--- src/rtl/prf_read_arbiter_pkg.sv ---
// rtl/prf_read_arbiter_pkg.sv - shared sizes, tag typedefs and index helpers for the PRF read arbiter
package prf_read_arbiter_pkg;

  localparam int PR_COUNT            = 128;
  localparam int LOG_PR_COUNT        = $clog2(PR_COUNT);
  localparam int PRF_BANK_COUNT      = 4;
  localparam int LOG_PRF_BANK_COUNT  = $clog2(PRF_BANK_COUNT);
  localparam int PRF_ROW_COUNT       = PR_COUNT / PRF_BANK_COUNT;
  localparam int LOG_PRF_ROW_COUNT   = $clog2(PRF_ROW_COUNT);
  localparam int PRF_RR_COUNT        = 14;
  localparam int LOG_PRF_RR_COUNT    = $clog2(PRF_RR_COUNT);
  localparam int PRF_READ_PORT_COUNT = 2;
  localparam int PERF_COUNT_WIDTH    = 32;

  typedef logic [LOG_PR_COUNT-1:0]       pr_tag_t;
  typedef logic [LOG_PRF_BANK_COUNT-1:0] bank_idx_t;
  typedef logic [LOG_PRF_ROW_COUNT-1:0]  row_idx_t;
  typedef logic [LOG_PRF_RR_COUNT-1:0]   rr_idx_t;
  typedef logic [LOG_PRF_RR_COUNT:0]     rr_sum_t;
  typedef logic [PRF_RR_COUNT-1:0]       rr_mask_t;

  // Requester index addition modulo PRF_RR_COUNT; both operands are already in range.
  function automatic rr_idx_t rr_wrap_add(rr_idx_t a, rr_idx_t b);
    rr_sum_t sum;
    sum = {1'b0, a} + {1'b0, b};
    if (sum >= rr_sum_t'(PRF_RR_COUNT)) begin
      sum = sum - rr_sum_t'(PRF_RR_COUNT);
    end
    return sum[LOG_PRF_RR_COUNT-1:0];
  endfunction

  // Low tag bits select the bank so consecutive PRs spread across banks.
  function automatic bank_idx_t pr_bank(pr_tag_t pr);
    return pr[LOG_PRF_BANK_COUNT-1:0];
  endfunction

  function automatic row_idx_t pr_row(pr_tag_t pr);
    return pr[LOG_PR_COUNT-1:LOG_PRF_BANK_COUNT];
  endfunction

endpackage

--- src/rtl/prf_read_arbiter_bank_rr_picker.sv ---
// rtl/prf_read_arbiter_bank_rr_picker.sv - module prf_bank_rr_picker: two-port rotating pick with duplicate-PR merge for one bank
module prf_bank_rr_picker
  import prf_read_arbiter_pkg::*;
(
  input  logic [PRF_RR_COUNT-1:0]                                   valid_i,
  input  logic [PRF_RR_COUNT-1:0][LOG_PR_COUNT-1:0]                 pr_i,
  input  logic [LOG_PRF_RR_COUNT-1:0]                               ptr_i,
  output logic [PRF_READ_PORT_COUNT-1:0]                            port_valid_o,
  output logic [PRF_READ_PORT_COUNT-1:0][LOG_PRF_ROW_COUNT-1:0]     port_row_o,
  output logic [PRF_READ_PORT_COUNT-1:0][PRF_RR_COUNT-1:0]          port_mask_o,
  output logic [PRF_RR_COUNT-1:0]                                   ack_o,
  output logic [LOG_PRF_RR_COUNT-1:0]                               next_ptr_o
);

  logic    found0, found1;
  rr_idx_t win0, win1, idx;
  pr_tag_t pr0, pr1;

  // Circular scan from ptr: first valid requester takes port 0, next one with a different PR takes port 1.
  always_comb begin
    found0 = 1'b0;
    found1 = 1'b0;
    win0   = '0;
    win1   = '0;
    pr0    = '0;
    pr1    = '0;
    idx    = '0;
    for (int k = 0; k < PRF_RR_COUNT; k++) begin
      idx = rr_wrap_add(ptr_i, rr_idx_t'(k));
      if (valid_i[idx]) begin
        if (!found0) begin
          found0 = 1'b1;
          win0   = idx;
          pr0    = pr_i[idx];
        end else if (!found1 && (pr_i[idx] != pr0)) begin
          found1 = 1'b1;
          win1   = idx;
          pr1    = pr_i[idx];
        end
      end
    end
  end

  // Every requester reading a winning PR rides on that port; pointer moves past the last real winner only.
  always_comb begin
    port_mask_o = '0;
    for (int i = 0; i < PRF_RR_COUNT; i++) begin
      port_mask_o[0][i] = valid_i[i] && found0 && (pr_i[i] == pr0);
      port_mask_o[1][i] = valid_i[i] && found1 && (pr_i[i] == pr1);
    end
    ack_o        = port_mask_o[0] | port_mask_o[1];
    port_valid_o = {found1, found0};
    port_row_o   = '0;
    if (found0) port_row_o[0] = pr_row(pr0);
    if (found1) port_row_o[1] = pr_row(pr1);
    if (found1) begin
      next_ptr_o = rr_wrap_add(win1, rr_idx_t'(1));
    end else if (found0) begin
      next_ptr_o = rr_wrap_add(win0, rr_idx_t'(1));
    end else begin
      next_ptr_o = ptr_i;
    end
  end

endmodule

--- src/rtl/prf_read_arbiter.sv ---
// rtl/prf_read_arbiter.sv - per-bank PRF read-port arbiter top; optional PRF_READ_ARB_PERF_EN adds per-bank conflict counters
module prf_read_arbiter
  import prf_read_arbiter_pkg::*;
(
  input  logic                                                                     CLK,
  input  logic                                                                     nRST,
  input  logic [PRF_RR_COUNT-1:0]                                                  req_valid_by_rr,
  input  logic [PRF_RR_COUNT-1:0][LOG_PR_COUNT-1:0]                                req_pr_by_rr,
  output logic [PRF_RR_COUNT-1:0]                                                  req_ack_by_rr,
  output logic [PRF_BANK_COUNT-1:0][PRF_READ_PORT_COUNT-1:0]                       bank_read_valid_by_bank_by_port,
  output logic [PRF_BANK_COUNT-1:0][PRF_READ_PORT_COUNT-1:0][LOG_PRF_ROW_COUNT-1:0] bank_read_row_by_bank_by_port,
  output logic [PRF_BANK_COUNT-1:0][PRF_READ_PORT_COUNT-1:0][PRF_RR_COUNT-1:0]     bank_read_mask_by_bank_by_port
`ifdef PRF_READ_ARB_PERF_EN
  ,
  output logic [PRF_BANK_COUNT-1:0][PERF_COUNT_WIDTH-1:0]                          perf_conflict_count_by_bank
`endif
);

  logic [PRF_BANK_COUNT-1:0][PRF_RR_COUNT-1:0]                                  valid_to_bank;
  logic [PRF_BANK_COUNT-1:0][PRF_RR_COUNT-1:0]                                  ack_by_bank;
  logic [PRF_BANK_COUNT-1:0][LOG_PRF_RR_COUNT-1:0]                              next_ptr_by_bank;
  logic [PRF_BANK_COUNT-1:0][PRF_READ_PORT_COUNT-1:0]                           pick_valid;
  logic [PRF_BANK_COUNT-1:0][PRF_READ_PORT_COUNT-1:0][LOG_PRF_ROW_COUNT-1:0]    pick_row;
  logic [PRF_BANK_COUNT-1:0][PRF_READ_PORT_COUNT-1:0][PRF_RR_COUNT-1:0]         pick_mask;
  logic [PRF_RR_COUNT-1:0]                                                      ack_any;

  logic [PRF_BANK_COUNT-1:0][LOG_PRF_RR_COUNT-1:0]                              ptr_d, ptr_q;
  logic [PRF_BANK_COUNT-1:0][PRF_READ_PORT_COUNT-1:0]                           read_valid_d, read_valid_q;
  logic [PRF_BANK_COUNT-1:0][PRF_READ_PORT_COUNT-1:0][LOG_PRF_ROW_COUNT-1:0]    read_row_d, read_row_q;
  logic [PRF_BANK_COUNT-1:0][PRF_READ_PORT_COUNT-1:0][PRF_RR_COUNT-1:0]         read_mask_d, read_mask_q;

  // Steer each valid request to the bank named by its low tag bits.
  always_comb begin
    valid_to_bank = '0;
    for (int b = 0; b < PRF_BANK_COUNT; b++) begin
      for (int i = 0; i < PRF_RR_COUNT; i++) begin
        valid_to_bank[b][i] = req_valid_by_rr[i] && (pr_bank(req_pr_by_rr[i]) == bank_idx_t'(b));
      end
    end
  end

  for (genvar b = 0; b < PRF_BANK_COUNT; b++) begin : g_bank
    prf_bank_rr_picker u_picker (
      .valid_i      (valid_to_bank[b]),
      .pr_i         (req_pr_by_rr),
      .ptr_i        (ptr_q[b]),
      .port_valid_o (pick_valid[b]),
      .port_row_o   (pick_row[b]),
      .port_mask_o  (pick_mask[b]),
      .ack_o        (ack_by_bank[b]),
      .next_ptr_o   (next_ptr_by_bank[b])
    );
  end

  // Banks serve disjoint requesters, so the per-bank acks simply OR together; acks are held off during reset.
  always_comb begin
    ack_any = '0;
    for (int b = 0; b < PRF_BANK_COUNT; b++) begin
      ack_any = ack_any | ack_by_bank[b];
    end
    req_ack_by_rr = nRST ? ack_any : '0;
  end

  // Next-state for the pointers and the registered bank read interface.
  always_comb begin
    ptr_d        = next_ptr_by_bank;
    read_valid_d = pick_valid;
    read_row_d   = pick_row;
    read_mask_d  = pick_mask;
  end

  // Pointer and bank read registers.
  always_ff @(posedge CLK or negedge nRST) begin
    if (!nRST) begin
      ptr_q        <= '0;
      read_valid_q <= '0;
      read_row_q   <= '0;
      read_mask_q  <= '0;
    end else begin
      ptr_q        <= ptr_d;
      read_valid_q <= read_valid_d;
      read_row_q   <= read_row_d;
      read_mask_q  <= read_mask_d;
    end
  end

  assign bank_read_valid_by_bank_by_port = read_valid_q;
  assign bank_read_row_by_bank_by_port   = read_row_q;
  assign bank_read_mask_by_bank_by_port  = read_mask_q;

`ifdef PRF_READ_ARB_PERF_EN
  logic [PRF_BANK_COUNT-1:0][PERF_COUNT_WIDTH-1:0] conflict_count_d, conflict_count_q;

  // Count cycles where some request to the bank was left waiting, saturating at all-ones.
  always_comb begin
    conflict_count_d = conflict_count_q;
    for (int b = 0; b < PRF_BANK_COUNT; b++) begin
      if ((|(valid_to_bank[b] & ~ack_by_bank[b])) && (conflict_count_q[b] != '1)) begin
        conflict_count_d[b] = conflict_count_q[b] + 1'b1;
      end
    end
  end

  // Conflict counter registers.
  always_ff @(posedge CLK or negedge nRST) begin
    if (!nRST) begin
      conflict_count_q <= '0;
    end else begin
      conflict_count_q <= conflict_count_d;
    end
  end

  assign perf_conflict_count_by_bank = conflict_count_q;
`endif

endmodule

--- config.mk ---
export PLATFORM = sky130hd
export DESIGN_NAME = prf_read_arbiter
export DESIGN_NICKNAME = d
export VERILOG_FILES = /design/src/rtl/prf_read_arbiter_pkg.sv /design/src/rtl/prf_read_arbiter_bank_rr_picker.sv /design/src/rtl/prf_read_arbiter.sv
export SDC_FILE = /design/constraint.sdc
export NUM_CORES = 2
export LEC_CHECK = 0
export BUFFER_PORTS_ARGS = -buffer_cell sky130_fd_sc_hd__buf_4
export CAP_MARGIN = 25
export CORE_MARGIN = 2
export CORE_UTILIZATION = 30
export CTS_CLUSTER_SIZE = 24
export DETAILED_ROUTE_END_ITERATION = 6
export PLACE_DENSITY = 0.41
export SYNTH_ARGS = -nofsm -noshare
export SYNTH_HDL_FRONTEND = slang
export SYNTH_SLANG_ARGS = --single-unit
--- constraint.sdc ---
create_clock -name CLK -period 13.3 [get_ports CLK]
set_input_delay 2.66 -clock CLK [delete_from_list [all_inputs] [get_ports CLK]]
set_output_delay 2.66 -clock CLK [all_outputs]
set_load 0.1 [all_outputs]
==> results.md <==
* Fin crit period at 13440 ps
* Yosys cell types at 153
* Kind of cell adding the most delay to the critical path: compound AO/OA/AOI/OAI gates
* Die Ht at 513 µm
* Critical Path AT at 10780 ps
* Cells after Synth at ~11000
* Synth warnings at 0
* Clock Sink Count at 176
* Slowest stage cell, crit path: nor3_4
* Largest net degree at the start of global routing at 160
* Clock slew at reported path FFs at roughly 70 ps
* FMAX at 0.0744 GHz
* Ports at ~290
* DRT iter0 DRCs at 18400
* Worst-margin pin slew at ~1200 ps
* Final WL at 664000 µm
* Layout cell share with drive strength beyond 1 at between 20% and 30%
* 1st-pass router iterations at 7
* Ys async rst share at 100%
* Wl on met1 at between 200000 and 300000 µm
* CTS tree: yes
* CTS H-tree lvls at 4
* Post-DP HPWL at 523000 µm
* RePlAce Congestion at 1.10
* Die width at 513 µm
* Setup crit start kind: input port
* Top cells by count, synth: nand2_1, nor2_1, clkbuf_1
* Initial antenna violation count at 73
* Fin util at 36.6%
* Post-DRT Antenna Nets at 0
* Synth area leader: mux2i_1
* Max cap viols at 0
* Worst EP required at 10640 ps
* Tcrit/Tclk final at 101%
* Count leader, synth: nand2_1
* Congestion Overflow GR at 0
* Crit end category: primary output
* # nets final at 12100
* CP dominant cell by count: buf_4
* CTS max path bufs at 3
* Top layer in use: met5
* Fin. max-slew vios at 0
* Final setup viols at 8
* Initial Util at 30.2%
* Met3 routed WL at 79800 µm
* WL met2 at 269000 µm
* FF+latch count, synth at 176
* Yosys top cell area share at 8.55%
* CP max stage delay at 710 ps
* Crit path max fanout at 13
* Buffers & Inverters on Critical Path at 8
* Register area share after synthesis at about 5.7%
* Drt drc at 1
* Hold Vio Cnt, Final at 0
* DR vias/cell at 7.14
* Syn Area/Cell at 7.12 µm²
* Hold buffer count at cts at 0
* Placed cell count at 15200
* Detailed-route via count at 109000
* Core region area at 0.257 mm²
* TritonCTS buffer count at 25
* First-pass GRT wire length at approximately 880000 µm
* Number of enable flip-flop cells after synthesis at 0
* Final worst slack at -136 ps
* Root Driver: clkbuf_16
* Die area at 0.263 mm²
* Clock Latency Late Sink at approximately 650 ps
* Syn Nets at 11100
* Unrepaired setup endpoints after global routing: yes
* Post-Syn Area at a little under 0.08 mm²
* Vias in the first global route at 97900
* Non-Filler Instances at approximately 15000
* Area Growth Syn to Fin at 21.3%
* HP Class: flip-flop to flip-flop
* Status: finished, violations left
* Rows at 186
* Fill cells at 27500
* Synth Flop Type: dfrtp_1
* Port bufs at 287
* Crit Path Category: input port to primary output
* Avg WL per Cell at 43.5 µm
* Failing checks: DRC, setup timing
* GR Util All Layers at 47.8%
* Main area contributors after synthesis: mux2i_1, mux4_2, dfrtp_1
* Rel. slew slack at 19.0%
* WHS at roughly 1100 ps
* Clock Skew at between 70 and 80 ps
==> layer usage <==
layer / up-vias / GRT usage (%)
met3: 2173 / 13.9
li1: 44200 / -
met5: - / 0.274
met1: 53600 / 60.1
met2: 9182 / 68.6
met4: 44 / 36.0
==> repair_timing <==
| action | CTS | global route |
|---|---|---|
| gates resized for setup | 39 | 80 |
| cloned | 0 | 0 |
| endpoints found under the setup margin | 13 | 14 |
| pin swaps | 3 | 9 |
| buffers inserted | 5 | 7 |
==> stage by stage <==
| step | area, µm² | setup slack (ps) | TNS, ps |
|---|---|---|---|
| after floorplan | 77700 | 285 | 0 |
| after global placement | 92300 | -1090 | -4960 |
| after detailed placement | 92500 | -610 | -3120 |
| after CTS | 93500 | 14.4 | 0 |
| after global routing | 94100 | -44.7 | -53.7 |
| final | 94200 | -136 | -369 |
==> cell usage in the layout (no fill, tap or decap), types with 109 or more instances in the layout <==
| cell | Yosys | final |
|---|---|---|
| a31oi_1 | 176 | 172 |
| and3_1 | 136 | 134 |
| mux2_2 | 273 | 273 |
| nand4_1 | 149 | 149 |
| a211oi_1 | 277 | 271 |
| nor2_1 | 793 | 789 |
| a21oi_1 | 557 | 547 |
| nor4_1 | 152 | 135 |
| o22ai_1 | 124 | 122 |
| nand3_1 | 374 | 374 |
| dfrtp_1 | 176 | 170 |
| buf_4 | 40 | 1803 |
| xor2_1 | 249 | 248 |
| o211ai_1 | 270 | 270 |
| inv_1 | 220 | 219 |
| nand2_1 | 1011 | 1006 |
| xnor2_1 | 483 | 469 |
| mux4_2 | 214 | 214 |
| ha_1 | 114 | 111 |
| nor3_1 | 450 | 442 |
| a221oi_1 | 114 | 109 |
| o21ai_0 | 644 | 633 |
| mux2i_1 | 664 | 641 |
==> registers in the layout, summed over array words and instances (netlist names) <==
name	flops
bank_read_row_by_bank_by_port	40
bank_read_valid_by_bank_by_port	8
bank_read_mask_by_bank_by_port	112
ptr_q	16
==> worst register-to-register path, delay by kind of cell, from the launching register on <==
| family | cells | cell delay, ps |
|---|---|---|
| AOI/OAI and AO/OA | 8 | 2480 |
| muxes | 1 | 680 |
| and+or+nand+nor | 6 | 2980 |
| xor gates and xnor gates | 3 | 390 |
| adders and majority gates | 3 | 1090 |
| buffers and inverters | 7 | 1890 |
| DFF | 1 | 670 |
==> area by class of cell <==
cell class | instances | area, µm² | share of cell area, %
multi-input cells | 9499 | 69000 | 73.3
repair buffers | 1872 | 14700 | 15.6
flip-flops and latches | 176 | 4420 | 4.69
well taps | 3384 | 4230 | 4.49
inverters | 253 | 955 | 1.01
clock buffers | 28 | 647 | 0.686
diodes | 59 | 148 | 0.157
clock inverters | 5 | 105 | 0.112
==> path summary, 6_finish.rpt <==
check                      cells past startpoint  slack, ps              from                            endpoint
setup reg to reg                              28       3010          ptr_q[9]                            ptr_q[9]
max in group asynchronous                      3       9410              nRST                            ptr_q[4]
min in group asynchronous                      1       2020              nRST  bank_read_mask_by_bank_by_port[24]
setup / recovery                              28       -140  req_pr_by_rr[50]                    req_ack_by_rr[8]
hold reg to reg                                2       1070          ptr_q[9]                            ptr_q[9]
hold / removal                                 2       1070          ptr_q[9]                            ptr_q[9]
==> logic make-up (layout without fill, tap and decap cells) <==
kind of cell	count (synthesis)	after routing	share of synthesized area, %
XOR/XNOR	743	743	8.51
multiplexers	1165	1165	19.0
flip-flops	176	176	5.67
AO/OA/AOI/OAI	3610	3610	32.9
other	0	59	0
AND/OR/NAND/NOR	3862	3862	25.2
adder cells (fa/ha/maj)	119	119	1.95
buffers and inverters	1234	2158	6.85
Power is not shown: default switching activity piles up to over one toggle a cycle in this logic, so the estimate is an artifact.
